### src/rtl/scan_serializer_if.sv
// Signal bundle between scan_serializer, the 8255 byte selector feeding it
// and the serial sink; master is the serializer side.
interface scan_serializer_if;
  logic       start;
  logic [7:0] din;
  logic [1:0] mode_in;
  logic       sel;
  logic       sdo;
  logic       sclk;
  logic       fsync;
  logic       busy;
  logic       done;
  logic       err;

  modport master (
    input  start, din, mode_in,
    output sel, sdo, sclk, fsync, busy, done, err
  );

  modport slave (
    output start, din, mode_in,
    input  sel, sdo, sclk, fsync, busy, done, err
  );
endinterface

### src/rtl/scan_serializer.sv
// Serializes the four bytes of the 8255 selector MSB first with a bit clock,
// stepping the selector with an active-low sel pulse after every byte.
module scan_serializer #(
  parameter int DIV    = 4,
  parameter int SETTLE = 2,
  parameter int BYTES  = 4
) (
  input logic               clk,
  input logic               reset,
  scan_serializer_if.master bus
);
  localparam int CMAX = (DIV > SETTLE) ? DIV : SETTLE;
  localparam int CW   = (CMAX > 1) ? $clog2(CMAX) : 1;

  localparam logic [CW-1:0] DIV_LAST    = CW'(DIV - 1);
  localparam logic [CW-1:0] HALF_LAST   = CW'(DIV / 2 - 1);
  localparam logic [CW-1:0] SETTLE_LAST = CW'(SETTLE - 1);
  localparam logic [1:0]    IDX_LAST    = 2'(BYTES - 1);

  localparam logic [2:0] S_IDLE    = 3'd0;
  localparam logic [2:0] S_SETTLE  = 3'd1;
  localparam logic [2:0] S_LOAD    = 3'd2;
  localparam logic [2:0] S_SHIFT   = 3'd3;
  localparam logic [2:0] S_ADVANCE = 3'd4;
  localparam logic [2:0] S_DONE    = 3'd5;

  logic [2:0]    state;
  logic [CW-1:0] cnt;
  logic [2:0]    bit_cnt;
  logic [1:0]    idx;
  logic [7:0]    shreg;
  logic          sel_q;
  logic          sdo_q;
  logic          sclk_q;
  logic          fsync_q;
  logic          busy_q;
  logic          done_q;
  logic          err_q;

  // Outputs are updated on the transition into the cycle they describe,
  // so every serial pin is a plain flop with no path from the inputs.
  always_ff @(posedge clk or negedge reset) begin
    if (!reset) begin
      state   <= S_IDLE;
      cnt     <= '0;
      bit_cnt <= '0;
      idx     <= '0;
      shreg   <= '0;
      sel_q   <= 1'b1;
      sdo_q   <= 1'b0;
      sclk_q  <= 1'b0;
      fsync_q <= 1'b0;
      busy_q  <= 1'b0;
      done_q  <= 1'b0;
      err_q   <= 1'b0;
    end else begin
      case (state)
        S_IDLE: begin
          if (bus.start) begin
            state  <= S_SETTLE;
            cnt    <= '0;
            idx    <= '0;
            err_q  <= 1'b0;
            busy_q <= 1'b1;
          end
        end

        S_SETTLE: begin
          if (cnt == SETTLE_LAST) begin
            cnt   <= '0;
            state <= S_LOAD;
          end else begin
            cnt <= cnt + CW'(1);
          end
        end

        S_LOAD: begin
          shreg   <= bus.din;
          sdo_q   <= bus.din[7];
          sclk_q  <= 1'b0;
          fsync_q <= (idx == 2'd0);
          cnt     <= '0;
          bit_cnt <= '0;
          if (bus.mode_in != idx) begin
            err_q <= 1'b1;
          end
          state <= S_SHIFT;
        end

        // sdo presents shreg[7]; the bit is replaced at the period boundary.
        S_SHIFT: begin
          if (cnt == DIV_LAST) begin
            cnt     <= '0;
            sclk_q  <= 1'b0;
            fsync_q <= 1'b0;
            shreg   <= {shreg[6:0], 1'b0};
            if (bit_cnt == 3'd7) begin
              sdo_q <= 1'b0;
              sel_q <= 1'b0;
              state <= S_ADVANCE;
            end else begin
              bit_cnt <= bit_cnt + 3'd1;
              sdo_q   <= shreg[6];
            end
          end else begin
            cnt <= cnt + CW'(1);
            if (cnt == HALF_LAST) begin
              sclk_q <= 1'b1;
            end
          end
        end

        S_ADVANCE: begin
          if (cnt == DIV_LAST) begin
            cnt   <= '0;
            sel_q <= 1'b1;
            if (idx == IDX_LAST) begin
              done_q <= 1'b1;
              state  <= S_DONE;
            end else begin
              idx   <= idx + 2'd1;
              state <= S_SETTLE;
            end
          end else begin
            cnt <= cnt + CW'(1);
          end
        end

        S_DONE: begin
          done_q <= 1'b0;
          busy_q <= 1'b0;
          state  <= S_IDLE;
        end

        default: begin
          state <= S_IDLE;
        end
      endcase
    end
  end

  assign bus.sel   = sel_q;
  assign bus.sdo   = sdo_q;
  assign bus.sclk  = sclk_q;
  assign bus.fsync = fsync_q;
  assign bus.busy  = busy_q;
  assign bus.done  = done_q;
  assign bus.err   = err_q;
endmodule

### src/flat_wrapper.sv
// flat-port wrapper written by rule: the top's interface ports become plain ports
module scan_serializer_flat 
#(
  parameter int DIV    = 4,
  parameter int SETTLE = 2,
  parameter int BYTES  = 4
)
  (clk, reset, bus_start, bus_din, bus_mode_in, bus_sel, bus_sdo, bus_sclk, bus_fsync, bus_busy, bus_done, bus_err);
  scan_serializer_if bus_i ();
  input logic clk;
  input logic reset;
  input wire logic [$bits(bus_i.start)-1:0] bus_start;
  input wire logic [$bits(bus_i.din)-1:0] bus_din;
  input wire logic [$bits(bus_i.mode_in)-1:0] bus_mode_in;
  output wire logic [$bits(bus_i.sel)-1:0] bus_sel;
  output wire logic [$bits(bus_i.sdo)-1:0] bus_sdo;
  output wire logic [$bits(bus_i.sclk)-1:0] bus_sclk;
  output wire logic [$bits(bus_i.fsync)-1:0] bus_fsync;
  output wire logic [$bits(bus_i.busy)-1:0] bus_busy;
  output wire logic [$bits(bus_i.done)-1:0] bus_done;
  output wire logic [$bits(bus_i.err)-1:0] bus_err;
  assign bus_i.start = bus_start;
  assign bus_i.din = bus_din;
  assign bus_i.mode_in = bus_mode_in;
  assign bus_sel = bus_i.sel;
  assign bus_sdo = bus_i.sdo;
  assign bus_sclk = bus_i.sclk;
  assign bus_fsync = bus_i.fsync;
  assign bus_busy = bus_i.busy;
  assign bus_done = bus_i.done;
  assign bus_err = bus_i.err;
  scan_serializer #(.DIV(DIV), .SETTLE(SETTLE), .BYTES(BYTES)) u_core (.clk(clk), .reset(reset), .bus(bus_i));
endmodule
### config.mk
export PLATFORM = sky130hd
export DESIGN_NAME = scan_serializer_flat
export DESIGN_NICKNAME = d
export VERILOG_FILES = /design/src/rtl/scan_serializer_if.sv /design/src/rtl/scan_serializer.sv /design/src/flat_wrapper.sv
export SDC_FILE = /design/constraint.sdc
export NUM_CORES = 1
export LEC_CHECK = 0
export CAP_MARGIN = 25
export CORE_ASPECT_RATIO = 0.75
export CORE_MARGIN = 2
export CORE_UTILIZATION = 58
export DETAILED_ROUTE_END_ITERATION = 16
export PLACE_DENSITY = 0.94
export SYNTH_ARGS = -nofsm -noshare
export SYNTH_HDL_FRONTEND = slang
export SYNTH_SLANG_ARGS = --single-unit
### constraint.sdc
create_clock -name clk -period 3.47 [get_ports clk]
set_input_delay 0.347 -clock clk [delete_from_list [all_inputs] [get_ports clk]]
set_output_delay 0.347 -clock clk [all_outputs]
set_load 0.02 [all_outputs]
==> impl_metrics.py <==
metrics = {
    "cts": {
        "postCtsSetupBuffers": 0,
        "clockBufferDepth": 2,
        "cts_made_buffers": 3,
        "clock-sinks": 24,
        "ctsResizeCount": 0,
        "cts-root-buf": "clkbuf_4",
        "worstSkewPairLatency_ns": 0.32,
        "cts.clk_slew.worst_paths_ns": 0.14,
        "cts-htree-levels": 1,
        "ctsHoldBuffers": 0,
        "tritoncts": "yes",
    },
    "yosys": {
        "synthesis.area_um2": 1460,
        "yosysTopAreaCell": "dfrtp_1",
        "ys_seq_elements": 24,
        "synth.top_cell.area_share_pct": 39.4,
        "synth_edf_count": 0,
        "synth_common_cells": "dfrtp_1, mux2_4, inv_1",
        "ys_types": 44,
        "synth_cells": 137,
        "syn_nets": 157,
        "ys.flop_type": "dfrtp_1",
        "yosys_warnings": 0,
        "yosysMostFrequentCell": "dfrtp_1",
        "avgSynthCellArea_um2": 10.7,
        "ys_async_sr_fraction_pct": 100,
        "synthTopCellsByArea": "dfrtp_1, mux2_4, ha_1, a21oi_1, inv_1",
        "synth_seq_area_share_pct": 41.2,
    },
    "critical_path": {
        "crit_path_frequent_cell": "mux2_4",
        "cp-start-kind": "flop",
        "rrSetupSlack_ns": 1.46,
        "worstReg2RegStart": "u_core.state[1]",
        "cp.required_ns": 3.68,
        "cp_max_fo": 18,
        "slowest_stage": "dfrtp_1",
        "crit_type": "flop to flop",
        "r2r_end": "u_core.shreg[1]",
        "cp_slowest_stage_delay_ns": 0.76,
        "worstSetupEndpointType": "flop",
        "cp_data_arrival_time_ns": 2.22,
        "path_cells": "and3b_1 > mux2_4 > mux2_4",
        "worstRegToRegCells": 3,
    },
    "timing": {
        "setup_violations": 0,
        "fmax_ghz": 0.496,
        "rsz0062_at_grt": "no",
        "clock_skew_ns": 0.0135,
        "maxSlewViolCount": 0,
        "max_slew_margin_pct": 59.5,
        "hold_viol": 0,
        "finalCritPeriodShare_pct": 58.1,
        "worst_slew_pin_slew_ns": 0.608,
        "layout_min_cycle_time_ns": 2.01,
        "fin_tns_setup_ns": 0,
    },
    "pwr": {
        "vdd_drop_max_mv": 0.442,
        "switching_power_mw": 0.512,
        "p_clk_share_pct": 14.9,
        "p_sw_share_pct": 37.8,
        "p_total_mw": 1.35,
        "p_per_area_nw_per_um2": 790,
        "p_leak_nw": 0.776,
        "power.internal_mw": 0.843,
        "comb_power_share_pct": 48.3,
        "seq_power_share_pct": 36.8,
    },
    "detailed_routing": {
        "vias_per_cell": 5.89,
        "wire_per_inst_um": 16.4,
        "vias": 1107,
        "drt-total-wl_um": 3080,
        "drtIter0Drc": 40,
        "drc_errors": 0,
        "dr.pass1.iters": 4,
        "final_antenna_net_count": 0,
    },
    "die": {
        "dieWidth_um": 62.0,
        "ioPinCount": 20,
        "die_h_um": 47.5,
        "start_util_pct": 62.3,
        "num_rows": 15,
        "dieArea_um2": 2940,
        "coreArea_um2": 2350,
    },
    "finish": {
        "area_growth_syn_to_layout_pct": 17.3,
        "diodes": 0,
        "num-nets-final": 175,
        "drive_above_1_share_pct": 16.9,
        "fill_cells": 188,
    },
    "run": {
        "maxCapViolations": 0,
    },
    "global_route": {
        "grt_pass1_wl_um": 4890,
        "grt.overflow.total": 0,
        "grt_max_degree": 20,
        "grt_usage_pct": 23.3,
        "antenna_found_initial": 0,
        "grt_pass1_vias": 1085,
    },
    "status": {
        "status": "finished, final reports clean",
    },
    "place": {
        "io_buffers": 19,
        "dpl.hpwl_um": 2260,
        "place.gp.congestion": 0.866,
    },
    "hold_path": {
        "min-delay-path-class": "input port to async pin",
    },
}
-- critical path: cells and delay by family, from the launching register on --
| kind | cells | cell delay (ns) |
|---|---|---|
| and+or+nand+nor | 1 | 0.55 |
| DFF | 1 | 0.76 |
| muxes | 2 | 0.59 |
-- cells in the final DEF, fill, tap and decap left out, types with 4 or more instances in the layout --
cell             Yosys  layout
mux2_4              12      12
o21ai_1              7       7
a21oi_1              9       9
clkdlybuf4s50_1      0      19
dfrtp_1             23      23
nand2_1              7       7
nor2_1               6       6
nand3_1              4       4
inv_1               10      10
ha_1                 7       7
nor2b_1              4       4
-- power by group through the flow --
stage          clock network, mW  registers [mW]  logic [mW]
6_report                   0.202           0.499       0.654
5_1_grt                    0.214           0.514       0.719
4_1_cts                    0.203           0.495       0.659
3_5_place_dp                   0           0.500       0.653
3_3_place_gp                   0           0.489       0.617
2_1_floorplan                  0           0.465       0.538
-- cell type report --
class	instances	area (um^2)	share of cell area (%)
Clock buffer	3	22.5	1.31
Clock inverter	1	30.0	1.75
Inverter	11	41.3	2.41
Multi-Input combinational cell	95	771	45.0
Sequential cell	24	602	35.1
Tap cell	34	42.5	2.48
Timing Repair Buffer	20	205	12.0
-- metrics by stage --
stage                     setup WS (ns)  hold WS [ns]  area (um^2)  cells  utilization, %
after detailed placement           1.51         0.497         1660    184            70.8
final                              1.46         0.320         1710    188            73.1
after global routing               1.39         0.340         1710    188            73.1
after floorplan                    1.97        0.0514         1460    137               -
after CTS                          1.47         0.339         1710    188            73.1
after global placement             1.55         0.489         1650    183            70.2
-- sequential cells by signal, indices dropped and copies added, names as in the netlist --
register          cells
u_core.bit_cnt        3
u_core.bus.busy       1
u_core.bus.done       1
u_core.bus.err        1
u_core.bus.fsync      1
u_core.bus.sclk       1
u_core.bus.sdo        1
u_core.bus.sel        1
u_core.cnt            2
u_core.idx            2
u_core.shreg          7
u_core.state          3
-- per-layer routing --
metal  vias up  GRT usage [%]  part of all wire (%)
met5         -              0                     0
met4         0           6.81                   1.7
met3         6           6.49                   4.3
met2        26           38.8                    49
met1       553           30.1                    45
li1        522              -                     -
-- worst max-delay path by stage --
stage	slack, ns	cells after the start	to	from
6_report	1.46	3	u_core.shreg[1]	u_core.state[1]
5_1_grt	1.39	3	u_core.shreg[1]	u_core.state[1]
4_1_cts	1.47	3	u_core.shreg[1]	u_core.state[1]
3_5_place_dp	1.51	3	u_core.shreg[5]	u_core.state[1]
3_3_place_gp	1.55	3	u_core.shreg[1]	u_core.state[1]
2_1_floorplan	1.97	5	u_core.shreg[1]	u_core.state[2]
-- cell families (layout without fill, tap and decap cells) --
logic type | Yosys count | after routing | share of synthesized area (%)
compound gates | 37 | 37 | 17.0
simple gates | 34 | 34 | 14.0
buf+inv | 18 | 35 | 6.08
flops | 24 | 24 | 41.2
mux | 15 | 15 | 14.6
xor+xnor | 2 | 2 | 1.20
fa+ha+maj | 7 | 7 | 5.99
No activity file was read; power rests on OpenSTA's default activity.
